$ cat config.mk
export PLATFORM = sky130hd
export DESIGN_NAME = ram_dp_core
export DESIGN_NICKNAME = d
export VERILOG_FILES = /design/src/rtl/ram_dp_core.sv
export SDC_FILE = /design/constraint.sdc
export NUM_CORES = 1
export LEC_CHECK = 0
export CORE_MARGIN = 2
export CORE_UTILIZATION = 35
export DETAILED_ROUTE_END_ITERATION = 6
export PLACE_DENSITY_LB_ADDON = 0.3
export SETUP_SLACK_MARGIN = 0.05
export SYNTH_ARGS = -nofsm -noshare
export SYNTH_HDL_FRONTEND = slang
export SYNTH_SLANG_ARGS = --single-unit
$ cat constraint.sdc
create_clock -name clk -period 1.55 [get_ports clk]
set_input_delay 0.31 -clock clk [delete_from_list [all_inputs] [get_ports clk]]
set_output_delay 0.31 -clock clk [all_outputs]
set_load 0.05 [all_outputs]
$ cat src/rtl/ram_dp_core.sv
// Simple-dual-port register-file RAM: one write port, one registered read port,
// write-first collision bypass and per-word written-tracking for rd_err.
module ram_dp_core #(
  parameter int DATA_WIDTH = 8,
  parameter int ADDR_WIDTH = 4
) (
  input  logic                  clk,
  input  logic                  rstn,
  input  logic                  wr_en,
  input  logic [ADDR_WIDTH-1:0] wr_addr,
  input  logic [DATA_WIDTH-1:0] wr_data,
  input  logic                  rd_en,
  input  logic [ADDR_WIDTH-1:0] rd_addr,
  output logic [DATA_WIDTH-1:0] rd_data,
  output logic                  rd_valid,
  output logic                  rd_err
);

  localparam int DEPTH = 2 ** ADDR_WIDTH;

  logic [DATA_WIDTH-1:0] r_mem [DEPTH];
  logic [DEPTH-1:0]      r_written;
  logic [DATA_WIDTH-1:0] r_rd_data;
  logic                  r_rd_valid;
  logic                  r_rd_err;

  logic                  w_collide;
  logic [DATA_WIDTH-1:0] w_rd_word;
  logic                  w_rd_unwritten;

  // Same-address write wins: forward the incoming data and treat it as written.
  always_comb begin
    w_collide      = wr_en && (wr_addr == rd_addr);
    w_rd_word      = r_mem[rd_addr];
    w_rd_unwritten = ~r_written[rd_addr];
    if (w_collide) begin
      w_rd_word      = wr_data;
      w_rd_unwritten = 1'b0;
    end
  end

  always_ff @(posedge clk or negedge rstn) begin
    if (!rstn) begin
      for (int unsigned i = 0; i < DEPTH; i++) begin
        r_mem[i] <= '0;
      end
      r_written <= '0;
    end else if (wr_en) begin
      r_mem[wr_addr]     <= wr_data;
      r_written[wr_addr] <= 1'b1;
    end
  end

  always_ff @(posedge clk or negedge rstn) begin
    if (!rstn) begin
      r_rd_data  <= '0;
      r_rd_valid <= 1'b0;
      r_rd_err   <= 1'b0;
    end else if (rd_en) begin
      r_rd_data  <= w_rd_word;
      r_rd_valid <= 1'b1;
      r_rd_err   <= w_rd_unwritten;
    end else begin
      r_rd_valid <= 1'b0;
      r_rd_err   <= 1'b0;
    end
  end

  assign rd_data  = r_rd_data;
  assign rd_valid = r_rd_valid;
  assign rd_err   = r_rd_err;

endmodule

==> results_dict.tcl <==
set metrics [dict create \
    die_h_um 145 \
    syn_to_final_growth_pct 25.9 \
    path_max_fanout 2 \
    syn-cell-area_sq_mm 0.00695 \
    yosysMostFrequentCell "dfrtp_1" \
    fmaxAchievable_mhz 639 \
    ys.flop_type "dfrtp_1" \
    avgRoutedWirePerCell_um 20.4 \
    nNetsFinal 535 \
    cap_viol_max_count 0 \
    finalWorstSetupSlack_ps -15.8 \
    rows 51 \
    crit_path_end_kind "flip-flop" \
    cts_tree "done" \
    fin_setup_tns_ps -59.1 \
    peakVddDrop_uv 585 \
    core_sq_mm 0.0195 \
    hpwl_mm 10.9 \
    worstSkewPairLatency_ps 430 \
    yosysTopAreaCell "dfrtp_1" \
    ys_seq_elements 154 \
    avgSynthCellArea_sq_um 15.7 \
    required_ps 1860 \
    root_buffer "clkbuf_16" \
    cpPeakStageDelay_ps 530 \
    synth_area_leaders "dfrtp_1 (55%), mux2_2 (21%), mux4_1 (6.8%)" \
    synth_edf_count 0 \
    grt_pass1_wl_mm 26.0 \
    grt_max_degree 50 \
    port_buffers 29 \
    worst_clock_skew_ps 6.27 \
    die_area_sq_mm 0.0210 \
    outcome "complete, but fails checks" \
    start_kind "flip-flop" \
    grt_pass1_vias 4521 \
    crit_chain "mux4_2, a22oi_2, nand2_1, a221o_1" \
    slew_headroom 0.666 \
    cp.arrival_ps 1880 \
    finalPower_mw 12.3 \
    path_clk_slew_ps 60 \
    min_period_ps 1570 \
    tightest_slew_ps 499 \
    async_flop_share 1.00 \
    grt_overflow 0 \
    drive_gt1_frac 0.557 \
    period_share 1.01 \
    busiest_layer "met2" \
    crit_type "reg -> reg" \
    antenna_found_initial 0 \
    gr-usage-met1 0.215 \
    ant_nets 0 \
    placed_area_sq_mm 0.00805 \
    violations "negative setup slack" \
    crit_path_top_delay_cell "mux4_2" \
    synth_nets 462 \
    ys_top_cells_by_count "dfrtp_1 (154), mux2_2 (128), clkbuf_1 (20)" \
    fin_area_sq_mm 0.00874 \
    drt_iter0_markers 224 \
    start_util 0.357 \
    cts_htree_levels 4 \
    die_w_um 145 \
    n_antenna_cell 0 \
    p_per_area_mw_per_mm2 1400 \
    setup_viol 5 \
    drc_errors 0 \
    yosys_warnings 0 \
    hp-class "in -> async" \
    via_per_inst 5.15 \
    io_pins 30 \
    ys_seq_area_frac 0.555 \
    cts.path.max_buffers 2 \
    numClockSinks 154 \
    num_vias 4087 \
    use_met2 0.284 \
    hold_viol 0 \
    wirelength_mm 16.2 \
    globalplace.congestion 0.795 \
    synth_top_area_frac 0.555 \
    syn_inst 442 \
    power.leakage_nw 3.67 \
    rsz0062_at_grt "yes" \
    slew_viol_final 0 \
    synth.distinct_cells 26 \
    grt_use_met3 0.0349 \
    post-place-ws_ps -509 \
    dr.pass1.iters 4 \
    whs_ps 355 \
    cts_inserted_buffers 17 \
    gr-usage-all-layers 0.168 \
]
registers in the layout, indices dropped and copies added, names as in the netlist:
signal / cells
rd_valid: 1
r_mem: 128
rd_err: 1
r_written: 16
rd_data: 8
critical path, delay by kind of cell, from the launching register on:
family	cells	cell delay (ps)
AO/OA/AOI/OAI	2	480
flip-flops	1	370
multiplexers	1	530
AND/OR/NAND/NOR	1	70
layer usage:
layer,vias to the layer above,part of all wire
li1,1788,-
met1,2204,0.44
met4,0,0.019
met5,-,0
met3,20,0.034
met2,75,0.50
per-stage QoR:
stage                      util  std cells
after floorplan               -        442
after global placement    0.414        758
after detailed placement  0.414        758
after CTS                 0.449        792
after global routing      0.449        793
final                     0.449        793
area by class of cell:
cell class,instances,area [sq um]
flip-flops and latches,154,3850
repair buffers,83,985
multi-input cells,258,2940
well taps,265,332
inverters,1,3.75
clock inverters,14,193
clock buffers,18,439
fillers,1708,10700
path summary, 6_finish.rpt:
kind                               from           end  slack (ps)  cells past startpoint
setup / recovery              r_mem[53]    rd_data[5]         -20                      4
hold / removal                     rstn  r_written[9]         350                      2
setup reg to reg              r_mem[53]    rd_data[5]         -20                      4
hold reg to reg            r_written[0]  r_written[0]         470                      1
max in group asynchronous          rstn     r_mem[22]         600                      3
min in group clk                  rd_en      rd_valid         430                      1
cells by family (layout without fill, tap and decap cells):
group	Yosys count	in the layout	share of synthesized area
muxes	165	165	0.337
DFF	154	154	0.555
and+or+nand+nor	64	64	0.0497
buffers and inverters	30	116	0.0232
AOI/OAI and AO/OA	25	25	0.0299
xor gates and xnor gates	4	4	0.00504
cell usage in the layout (no fill, tap or decap), drive strengths merged:
cell,count
clkdlybuf4s50,11
nand2,11
dfrtp,154
clkinv,4
nand2b,10
and2,1
nand3b,2
nor3,1
or2,10
or3,3
a221o,8
nor2,11
nand3,2
clkinvlp,3
dlygate4sd3,1
inv,4
dlygate4sd2,5
clkbuf,18
mux4,37
o21a,1
nor3b,1
and3,1
mux2,128
nor2b,11
buf,66
a22oi,16
xnor2,4
bufinv,4
what timing repair did:
| action | CTS | global route |
|---|---|---|
| hold buffers | 1 | 0 |
| pin swaps | 7 | 0 |
| buffers inserted | 0 | 1 |
| endpoints found under the hold margin | 31 | 0 |
| gates cloned | 1 | 0 |
| resized for setup | 29 | 0 |
| endpoints found under the setup margin | 131 | 9 |
report_power, final:
| group | leakage (nW) | total (mW) | switching (mW) | internal, mW |
|---|---|---|---|---|
| Clock | 0.303 | 4.43 | 1.69 | 2.74 |
| Sequential | 1.86 | 5.42 | 0.491 | 4.93 |
| Combinational | 1.50 | 2.43 | 0.966 | 1.46 |
No activity file was read; power rests on OpenSTA's default activity.
==> patch: new RTL, config.mk and constraints unchanged <==
Register the inputs `wr_en`, `wr_addr`, `wr_data`, `rd_en` and `rd_addr` before use, without a reset. The logic sees them one clock later.
--- a/src/rtl/ram_dp_core.sv
+++ b/src/rtl/ram_dp_core.sv
@@ -19,4 +19,18 @@
   localparam int DEPTH = 2 ** ADDR_WIDTH;
 
+  logic wr_en_q;
+  logic [ADDR_WIDTH-1:0] wr_addr_q;
+  logic [DATA_WIDTH-1:0] wr_data_q;
+  logic rd_en_q;
+  logic [ADDR_WIDTH-1:0] rd_addr_q;
+
+  always_ff @(posedge clk) begin
+    wr_en_q   <= wr_en;
+    wr_addr_q <= wr_addr;
+    wr_data_q <= wr_data;
+    rd_en_q   <= rd_en;
+    rd_addr_q <= rd_addr;
+  end
+
   logic [DATA_WIDTH-1:0] r_mem [DEPTH];
   logic [DEPTH-1:0]      r_written;
@@ -31,9 +45,9 @@
   // Same-address write wins: forward the incoming data and treat it as written.
   always_comb begin
-    w_collide      = wr_en && (wr_addr == rd_addr);
-    w_rd_word      = r_mem[rd_addr];
-    w_rd_unwritten = ~r_written[rd_addr];
+    w_collide      = wr_en_q && (wr_addr_q == rd_addr_q);
+    w_rd_word      = r_mem[rd_addr_q];
+    w_rd_unwritten = ~r_written[rd_addr_q];
     if (w_collide) begin
-      w_rd_word      = wr_data;
+      w_rd_word      = wr_data_q;
       w_rd_unwritten = 1'b0;
     end
@@ -46,7 +60,7 @@
       end
       r_written <= '0;
-    end else if (wr_en) begin
-      r_mem[wr_addr]     <= wr_data;
-      r_written[wr_addr] <= 1'b1;
+    end else if (wr_en_q) begin
+      r_mem[wr_addr_q]     <= wr_data_q;
+      r_written[wr_addr_q] <= 1'b1;
     end
   end
@@ -57,5 +71,5 @@
       r_rd_valid <= 1'b0;
       r_rd_err   <= 1'b0;
-    end else if (rd_en) begin
+    end else if (rd_en_q) begin
       r_rd_data  <= w_rd_word;
       r_rd_valid <= 1'b1;
Function: changed (a bounded check fails within 4 cycles, from zero or initial values and one cycle with rstn low).
==> patch against the original RTL <==
  * The flow still finishes with violations (negative setup slack)
  * Area after synthesis rose by 5.2%
  * Routed wire length up 18%
  * Power is 7.4% higher
  * Sequential cell count is 18 higher
  * Utilization rose by 3.9 points
  * Global-route usage is 0.62 points higher
  * Worst setup slack got worse by 300 ps
  * Design area up 14%
==> patch: results (changes against the original RTL) <==
FINAL.FILL_COUNT=1693  # -0.88%
GROUTE.USAGE.OVERALL=0.1738  # +0.006235
SLEW_HEADROOM=0.2925  # -0.3733
CRITPATHMAXSTAGEDELAY_PS=510  # -20 ps
CTS.REPORTEDPATHS.CLKPINSLEW_PS=70
HOLD_CLASS='in2reg'
WORST_EP_ARRIVAL_TIME_PS=2180  # +300 ps
IRDROPWORSTVDD_uV=775.0  # +32%
GP_ROUTABILITY_CONGESTION=0.7690  # -3.2%
WORSTHOLDPATHCELLS=1
FIRST_PASS_ITERS=6  # +2
SETUP-TNS-FINAL_PS=-3080  # -3020 ps
CRIT-REG2REG-CAPTURE='rd_data[1]'
STATIC_LEAK_nW=4.258  # +16%
CRITICAL_PATH.REG2REG.STARTPOINT='rd_addr_q[0]'
VIA_PER_INST=5.301  # +2.8%
FAILED_CHECKS='negative setup slack'
ANTENNA_CELLS=0  # unchanged
STATUS='finished, violations left'
YOSYS.AREA_SHARE.XOR_XNOR=0.004796  # -0.0002480
PLACE.DETAILED.HPWL_UM=11340  # +3.8%
DETAIL_ROUTE.WIRELENGTH_UM=19080  # +18%
CELL_INTERNAL_PWR_mW=9.899  # +8.4%
POSTSYNTHNETCOUNT=479  # +3.7%
POST_SYNTH_MOST_FREQUENT_CELLS='dfrtp_1 (154), mux2_2 (128), mux4_2 (19), dfxtp_1 (18), mux4_1 (18)'
FF2FF_PATH_DEPTH=6  # +2
SKEW_FINAL_PS=10.15  # +3.881 ps
LAYOUT-DRIVE-GT1-SHARE=0.5646  # +0.007784
VIA_COUNT_OF_THE_FIRST_GLOBAL_ROUTING_PASS=4804  # +6.3%
SETUP_VIOLATIONS=40  # +35
FINAL_NETS=572  # +6.9%
POSTSYNTH.ASYNCRESETSHARE=0.8953  # -0.1047
DRT-INITIAL-DRC-COUNT=264  # +18%
GRT_PASS1_WL_UM=28450  # +9.5%
SETUP_WS_PS=-316.5  # -300.7 ps
WORST-PATH-MAX-FANOUT=7  # +5
SYNTH_AREA_IN_COMPOUND_GATES=0.02843  # -0.001470
POST-LAYOUT-TOTAL-POWER_mW=13.19  # +7.4%
SYNTH_SEQ_AREA_SHARE=0.5769  # +0.02205
MUXSHAREOFSYNTHAREA=0.3207  # -0.01658
==> patch: kinds of logic (layout without fill, tap and decap cells) <==
group	count (synthesis)	after routing
AOI/OAI and AO/OA	25	25
xor gates and xnor gates	4	4
buffers and inverters	29	135
DFF	172	172
muxes	165	165
and+or+nand+nor	64	64
==> patch: layer usage <==
layer	vias to the layer above	global-route usage	share of wire
met5	-	0	0
met3	37	0.03896	0.047
met4	0	0.06095	0.024
li1	1887	-	-
met2	115	0.2711	0.47
met1	2387	0.2410	0.46
==> patch: what timing repair did <==
item	in CTS	in global routing
setup buffers	5	9
hold buffers	1	0
endpoints found under the hold margin	31	0
cloned	4	5
setup endpoints to repair	121	129
resized for setup	79	61
pin swaps	11	7
==> patch: power groups by stage <==
stage                     registers, mW  clock network (mW)  logic [mW]
after floorplan                    5.99                   0        1.45
after global placement             6.00                   0        2.23
after detailed placement           6.05                   0        2.32
after CTS                          5.99                4.58        2.54
after global routing               6.13                4.80        2.85
final                              6.02                4.50        2.67
==> patch: layout make-up <==
cell class	count	area share
Timing Repair Buffer	102	0.1456
Inverter	1	0.0003778
Clock buffer	22	0.04571
Sequential cell	172	0.4256
Clock inverter	10	0.01687
Multi-Input combinational cell	258	0.3318
Tap cell	270	0.03400
==> patch: how the worst max path moves through the flow <==
stage                      end  depth (start not counted)  slack, ps    startpoint
global placement    rd_data[4]                          5       -460  rd_addr_q[0]
detailed placement  rd_data[4]                          5       -500  rd_addr_q[0]
CTS                 rd_data[4]                          5       -320  rd_addr_q[0]
finish              rd_data[1]                          6       -320  rd_addr_q[0]
floorplan           rd_data[0]                          6       -180  rd_addr_q[0]
global route        rd_data[7]                          5       -390  rd_addr_q[0]
==> patch: through the flow <==
| stage | instances | cell area (µm²) | hold WS [ps] | worst slack (ps) |
|---|---|---|---|---|
| after CTS | 823 | 9552 | 308.0 | -323.0 |
| after global placement | 781 | 8478 | 233.9 | -455.7 |
| final | 835 | 9936 | 319.7 | -316.5 |
| after detailed placement | 781 | 8478 | 238.2 | -501.8 |
| after global routing | 835 | 9936 | 303.5 | -391.7 |
| after floorplan | 459 | 7295 | 14.41 | -176.3 |
